### src/rtl/dvp_pattern_gen.sv
// dvp_pattern_gen: synthetic OV5640-style DVP source producing RGB565 test frames
// Ports: sys_clk pixel clock; sys_rst async active-high reset; pix_ce pixel-rate enable;
//        enable run request (sampled at frame boundaries); pattern_sel / solid_rgb pattern
//        controls (latched at frame start); cmos_vsync / cmos_href / cmos_data DVP outputs;
//        frame_done one-cycle end-of-frame pulse; busy high outside IDLE.
module dvp_pattern_gen #(
    parameter int H_ACTIVE  = 640,
    parameter int H_BLANK   = 160,
    parameter int V_ACTIVE  = 480,
    parameter int VSYNC_LEN = 4,
    parameter int V_BACK    = 16,
    parameter int V_FRONT   = 8
) (
    input  logic        sys_clk,
    input  logic        sys_rst,
    input  logic        pix_ce,
    input  logic        enable,
    input  logic [1:0]  pattern_sel,
    input  logic [15:0] solid_rgb,
    output logic        cmos_vsync,
    output logic        cmos_href,
    output logic [15:0] cmos_data,
    output logic        frame_done,
    output logic        busy
);
    localparam int          H_TOTAL  = H_ACTIVE + H_BLANK;
    localparam logic [15:0] H_LAST   = 16'(H_TOTAL - 1);
    localparam logic [15:0] BAR_LAST = 16'(H_ACTIVE / 8 - 1);
    localparam logic [15:0] BARS [8] = '{16'hFFFF, 16'hFFE0, 16'h07FF, 16'h07E0,
                                         16'hF81F, 16'hF800, 16'h001F, 16'h0000};
    typedef enum logic [2:0] {IDLE, VSYNC, VBACK, ACTIVE, VFRONT} state_t;
    // each stage hands over to the next non-empty stage; IDLE marks the end of the frame
    localparam state_t AFTER_ACT  = (V_FRONT != 0) ? VFRONT : IDLE;
    localparam state_t AFTER_BACK = (V_ACTIVE != 0) ? ACTIVE : AFTER_ACT;
    localparam state_t AFTER_SYNC = (V_BACK != 0) ? VBACK : AFTER_BACK;
    localparam state_t FIRST      = (VSYNC_LEN != 0) ? VSYNC : AFTER_SYNC;
    function automatic logic [15:0] len_of(state_t s);
        return s == VSYNC ? 16'(VSYNC_LEN) : s == VBACK ? 16'(V_BACK) :
               s == ACTIVE ? 16'(V_ACTIVE) : s == VFRONT ? 16'(V_FRONT) : 16'd0;
    endfunction
    function automatic state_t succ_of(state_t s);
        return s == VSYNC ? AFTER_SYNC : s == VBACK ? AFTER_BACK : s == ACTIVE ? AFTER_ACT : IDLE;
    endfunction
    state_t      state, state_n;
    logic [15:0] h, h_n, line, line_n, bar_pos, bar_pos_n, solid, solid_n, pix, data_n;
    logic [2:0]  bar_idx, bar_idx_n;
    logic [1:0]  pat, pat_n;
    logic        line_end, state_end, frame_end, start, vsync_n, href_n, done_n;
    // outputs are registered from the next-cycle counter values so href and data line up with the state
    always_comb begin
        line_end  = h == H_LAST;
        state_end = state != IDLE && line_end && line == len_of(state) - 16'd1;
        frame_end = state_end && succ_of(state) == IDLE;
        start     = enable && (state == IDLE || frame_end);
        state_n   = start ? FIRST : (state == IDLE || frame_end) ? IDLE : state_end ? succ_of(state) : state;
        h_n       = (state == IDLE || line_end) ? 16'd0 : h + 16'd1;
        line_n    = (state == IDLE || state_end) ? 16'd0 : line_end ? line + 16'd1 : line;
        bar_pos_n = (h_n == 16'd0 || bar_pos == BAR_LAST) ? 16'd0 : bar_pos + 16'd1;
        bar_idx_n = h_n == 16'd0 ? 3'd0 : bar_pos == BAR_LAST ? bar_idx + 3'd1 : bar_idx;
        pat_n     = start ? pattern_sel : pat;
        solid_n   = start ? solid_rgb : solid;
        vsync_n   = state_n == VSYNC;
        href_n    = state_n == ACTIVE && h_n < 16'(H_ACTIVE);
        done_n    = state_n != IDLE && h_n == H_LAST && line_n == len_of(state_n) - 16'd1 &&
                    succ_of(state_n) == IDLE;
        pix       = pat_n == 2'd0 ? BARS[bar_idx_n] :
                    pat_n == 2'd1 ? {h_n[4:0], h_n[5:0], h_n[4:0]} :
                    pat_n == 2'd2 ? solid_n : (h_n[3] ^ line_n[3]) ? 16'hFFFF : 16'h0000;
        data_n    = href_n ? pix : 16'h0000;
    end
    always_ff @(posedge sys_clk or posedge sys_rst) begin
        if (sys_rst) begin
            state      <= IDLE;
            h          <= '0;
            line       <= '0;
            bar_pos    <= '0;
            bar_idx    <= '0;
            pat        <= '0;
            solid      <= '0;
            cmos_vsync <= 1'b0;
            cmos_href  <= 1'b0;
            cmos_data  <= '0;
            frame_done <= 1'b0;
            busy       <= 1'b0;
        end else if (pix_ce) begin
            state      <= state_n;
            h          <= h_n;
            line       <= line_n;
            bar_pos    <= bar_pos_n;
            bar_idx    <= bar_idx_n;
            pat        <= pat_n;
            solid      <= solid_n;
            cmos_vsync <= vsync_n;
            cmos_href  <= href_n;
            cmos_data  <= data_n;
            frame_done <= done_n;
            busy       <= state_n != IDLE;
        end else begin
            frame_done <= 1'b0;
        end
    end
endmodule

### config.mk
export PLATFORM = sky130hd
export DESIGN_NAME = dvp_pattern_gen
export DESIGN_NICKNAME = d
export VERILOG_FILES = /design/src/rtl/dvp_pattern_gen.sv
export SDC_FILE = /design/constraint.sdc
export NUM_CORES = 1
export LEC_CHECK = 0
export CORE_MARGIN = 2
export CORE_UTILIZATION = 35
export DETAILED_ROUTE_END_ITERATION = 6
export PLACE_DENSITY = 0.64
export SYNTH_ARGS = -nofsm -noshare
export SYNTH_HDL_FRONTEND = slang
export SYNTH_SLANG_ARGS = --single-unit
### constraint.sdc
create_clock -name sys_clk -period 4.8 [get_ports sys_clk]
set_input_delay 0.48 -clock sys_clk [delete_from_list [all_inputs] [get_ports sys_clk]]
set_output_delay 0.48 -clock sys_clk [all_outputs]
set_load 0.005 [all_outputs]
Word level (Yosys, flattened, before mapping)
Memory sizes are Yosys's and may differ from the RTL's. Cells that the tools add are included.

Memories: 1. Logic and storage cells: 90. ROM bits: 128. Register bits: 92. Input bits: 22. Output and inout bits: 20.

Memory list: (no name shown) (depth 8, width 16, read ports 1, clocked after memory_dff 0, write ports 0, line 66) `pix = pat_n == 2'd0 ? BARS[bar_idx_n] :`.

Add/sub/neg operators: 6. Reduce and logical (&&, ||, !) cells: 19. Bitwise logic cells: 2. Order comparisons: 2. Equal/unequal tests: 15. Mux-type cells: 33.

Operators with widths (count): $mux 16 (12); $mux 9 (6); $add 16x1->16 const B (3); $mux 3 (11); $eq 16x10->1 const B (2); $eq 16x16->1 (2); $sub 9x1->10 const B (2); $eq 16x7->1 const B (1); $logic_not 16->1 (1); $lt 16x10->1 const B (1); $eq 3x2->1 const B (4); $logic_not 3->1 (3); $logic_and 1x1->1 (8); $mux 4 (2); $eq 3x1->1 const B (2); $eq 3x3->1 const B (2); $reduce_bool 3->1 (2); $ge 4x4->1 const B (1); $logic_or 1x1->1 (4); $not 3->4 (1); $add 3x1->3 const B (1); $eq 2x1->1 const B (1); $eq 2x2->1 const B (1); $logic_not 2->1 (1); 3 further kinds (3).

Logic depth before layout (Yosys ltp)
Word-level depth: 22. Gate-level depth with buffers: 18. Gate-level depth less buffers: 16.

Worst setup path after synthesis
Ideal clock, no wire load.

Path kind: register to register. Start: reg state[0]. End: reg frame_done. Buffers on the path: 3. Cell stages (with the launch flop): 17. Arrival time: 4.429 ns. Slack: 0.246 ns. Period minus slack after synthesis: 4.554 ns. Library setup time: 0.125 ns. Data required time: 4.675 ns. Cell sequence: dfrtp_1 clkbuf_1 clkbuf_1 nand3_1 ha_1 or4_1 o22ai_2 nand4_4 nor3_1 buf_2 a21oi_1 nor2_1 ha_1 xnor2_1 or4b_2 a21o_1 a2111oi_0.

Cells in the longest elaborated chain, start to end: 22. Elaborated cells on any way between the ends: 48. Those cells by class: add/sub: 2; eq/ne: 11; mux: 20; reduce/logical: 15.

Ends and longest elaborated chain: start, declared (line 44) `state_t state, state_n;`; start signal, assigned (line 86) `state <= state_n;`; $eq 3x3->1 (line 39) `s == ACTIVE ? 16'(V_ACTIVE) : s == VFRONT ? 16'(V_FRONT) : 16'd0;`; $mux 4 (line 39); $mux 9 (line 39); $mux 9 (2 in a row) (line 38) `return s == VSYNC ? 16'(VSYNC_LEN) : s == VBACK ? 16'(V_BACK) :`; $sub 9x1->10 (line 52) `state_end = state != IDLE && line_end && line == len_of(state) - 16'd1;`; $eq 16x16->1 (line 52); $logic_and 1x1->1 (line 52); $logic_and 1x1->1 (line 53) `frame_end = state_end && succ_of(state) == IDLE;`; (+4 left out); $mux 4 (line 39); $mux 9 (line 39); $mux 9 (2 in a row) (line 38); $sub 9x1->10 (line 64) `done_n = state_n != IDLE && h_n == H_LAST && line_n == len_of(state_n) - 16'd1 &&`; $eq 16x16->1 (line 64); $logic_and 1x1->1 (line 64); $logic_and 1x1->1 (*) (line 64); $mux 1 (*) (line 85) `end else if (pix_ce) begin`; end signal, assigned (line 96) `frame_done <= done_n;`; end, declared (line 23) `output logic frame_done,`.

Every way passes the cells marked *; elsewhere a longest branch is shown, timed or not. A chain may end at the register's enable or synchronous reset.

Worst setup path in the final report
Start: reg state[2]. End: reg frame_done.

The elaborated chain is that of the path after synthesis.

==> results.md <==
* Vias in the first global route at approximately 5000
* Final Hold Viols at 0
* F_max at 219 MHz
* 1st-pass router iterations at 5
* Core Util, Final at 0.414
* CTS sink cnt at between 90 and 100
* Skew final at 0.00654 ns
* # setup viols final at 0
* Worst hold path type: flip-flop to flip-flop
* Hold buffer count at cts at 0
* Cell variety after synth at 69
* Clock Path Buffers at 2
* Routed wl met2 at 7110 microns
* Detail Route Antenna Nets at 0
* Layout cell share with drive strength beyond 1 at 0.102
* First-pass GRT wire length at ~27000 microns
* Drt total wl at between 15000 and 20000 microns
* Status: finished, final reports clean
* CP Max Fanout at 6
* Total gr overflow at 0
* Most common cell after layout, fill and taps aside: dfrtp_1
* CTS root buf: clkbuf_16
* Number of nets in the final layout at about 730
* MaxCap Viol Count at 0
* CP startpoint kind: flip-flop
* WL met3 at approximately 800 microns
* Placement-stage cell area at roughly 6600 sq um
* Die Ht at roughly 130 microns
* WS Path Type: flip-flop to flip-flop
* Post-synth EDFFs at 0
* Top Metal Used: met4
* CTS tree: yes
* Synth async-reset ratio at 1.00
* Post-CTS setup buffers at 0
* Final Cycle Share at 0.952
* GRT Resource Usage Total at 0.183
* Setup crit end kind: flip-flop
* Row cnt at 47
* Static Leak at about 2.7 nW
* Design Area, Final at 6890 sq um
* Starting DRT DRC Count at approximately 380
* Ys Warns at 0
* Post-layout min period at roughly 4.6 ns
* Clk_lat worst skew at between 0.3 and 0.4 ns
* Port buffer count at 41
* Core box area at 16600 sq um
* Most frequent cells in the layout: 92 x dfrtp_1, 71 x nand2_1, 54 x nor2_1
* CTS Buf Count at 9
* # H-tree levels at 3
* Wire length on met1 at between 7000 and 8000 microns
* Pin count of the biggest net entering global routing at 62
* IO Count at between 40 and 50
* Power Density at between 300 and 400 nW/um^2
* Syn_area_per_cell at about 9 sq um
* Die area at 18200 sq um
* Die span in x at between 100 and 150 microns
* Starting Density at 0.360
* Max VDD drop at ~0.14 mV
* Antenna Cells at 0
* Area grow syn2layout at 15.0%
* Cell Area, Synth at 5990 sq um
* Initial antenna violation count at 0
* Clk pin slew, worst setup/hold paths at around 0.06 ns
* Post-synth top area share at 0.384
* Synth area leaders: dfrtp_1 38%, nand2_1 4.4%, mux2_2 4.3%
* Top_reg_cell synth: dfrtp_1
* Crit path required time at between 5 and 6 ns
* Area leader, netlist: dfrtp_1
* Slew HR at 0.165
* Setup TNS at 0 ns
* Sequential share of the synthesized area at 0.384
* Unrepaired setup endpoints after global routing: false
* DRC Markers at 0
* Worst slew pin tran at roughly 1.2 ns
* Final Max Tran Viols at 0
* Average wire per standard cell at around 17 microns
* Via count at approximately 5300
* Syn Nets at approximately 710
* CP Data Arrival Time at approximately 4.8 ns
* Dpl hpwl at approximately 11000 microns
* Average vias per placed instance at 5.75
* GPL Wtd Cong at slightly above 0.9
* Mapped Cells at between 600 and 700
* Worst hold margin at between 0.4 and 0.5 ns
* #FFs+latches synth at roughly 90
## cell type report
| cell class | count | area [sq um] |
|---|---|---|
| Clock buffer | 13 | 260 |
| Clock inverter | 3 | 45.0 |
| Tap cell | 220 | 275 |
| Timing Repair Buffer | 56 | 518 |
| Inverter | 25 | 96.3 |
| Fill cell | 1649 | 9760 |
| Multi-Input combinational cell | 519 | 3390 |
| Sequential cell | 92 | 2300 |
## per-stage QoR
| step | power [W] | cells | worst slack [ns] |
|---|---|---|---|
| 2_1_floorplan | 0.00130 | 685 | 0.246 |
| 3_3_place_gp | 0.00143 | 912 | 0.432 |
| 3_5_place_dp | 0.00143 | 912 | 0.227 |
| 4_1_cts | 0.00218 | 928 | 0.189 |
| 5_1_grt | 0.00227 | 928 | 0.00776 |
| 6_report | 0.00216 | 928 | 0.230 |
## report_power, final
group | total, W | leakage (nW) | switching [W] | internal (W)
clock | 0.000730 | 0.142 | 0.000298 | 0.000432
combinational | 0.000452 | 1.35 | 0.000251 | 0.000200
sequential | 0.000976 | 1.22 | 0.000115 | 0.000861
## repair_timing
| action | 4_1_cts | 5_1_grt |
|---|---|---|
| setup endpoints to repair | 0 | 1 |
| hold endpoints to repair | 0 | 0 |
| resized for setup | 0 | 2 |
## path summary, 6_finish.rpt
path | start | end | slack, ns | cells past startpoint
setup reg to reg | state[2]$_DFFE_PP0P_ | frame_done$_DFF_PP0_ | 0.23 | 14
min in group asynchronous | sys_rst | cmos_data[14]$_DFFE_PP0P_ | 0.63 | 2
max in group asynchronous | sys_rst | line[12]$_DFFE_PP0P_ | 3.24 | 3
hold / removal | cmos_href$_DFFE_PP0P_ | cmos_href$_DFFE_PP0P_ | 0.48 | 1
setup / recovery | state[2]$_DFFE_PP0P_ | frame_done$_DFF_PP0_ | 0.23 | 14
hold reg to reg | cmos_href$_DFFE_PP0P_ | cmos_href$_DFFE_PP0P_ | 0.48 | 1
## layer usage
layer,vias up,GRT usage
met3,31,0.0270
met2,181,0.272
met5,-,0
met1,2550,0.265
met4,0,0.0778
li1,2576,-
## cell families after synthesis
logic type               share of synthesized area
AO/OA/AOI/OAI                                0.162
XOR/XNOR                                    0.0541
adder cells (fa/ha/maj)                     0.0142
multiplexers                                0.0612
AND/OR/NAND/NOR                              0.273
buffers and inverters                       0.0510
flip-flops                                   0.384
## synthesized netlist by cell type, types with 4 or more instances
cell type  count
o32ai_1        6
and4_1         8
o31ai_1       10
ha_1           6
a22o_1         5
buf_2         10
and2_1         7
mux2_2        23
xnor2_1       24
or3_1         11
nor4_1        13
or4_1          6
nand4_1       22
xor2_1        13
inv_1         25
o41ai_1       17
nor3_1        44
nand2b_1       7
mux2i_1        8
a21o_1         7
clkbuf_1      36
o211ai_1       7
nand2_1       71
and3_1         9
nor2b_1        5
nand3_1       23
o21ai_0       36
or2_2          5
nor2_1        54
o2bb2ai_1      7
a31oi_1        4
a21oi_1       13
dfrtp_1       92
## state kept, by name, summed over array words and instances, names as in the netlist
register    count
h              16
bar_idx         3
cmos_data      16
cmos_href       1
state           3
solid          16
frame_done      1
busy            1
pat             2
cmos_vsync      1
line           16
bar_pos        16
## critical path: stages (launching register included)
cell	delay [ns]
dfrtp_1	0.38
maj3_1	0.37
nor2_1	0.18
inv_1	0.07
ha_1	0.21
or4_1	0.54
o22ai_2	0.19
nand4_4	0.19
or4_1	0.51
o21a_2	0.16
ha_1	0.34
xnor2_1	0.15
or4b_2	0.61
a21o_1	0.19
a2111oi_1	0.34
No activity file was read; power rests on OpenSTA's default activity.
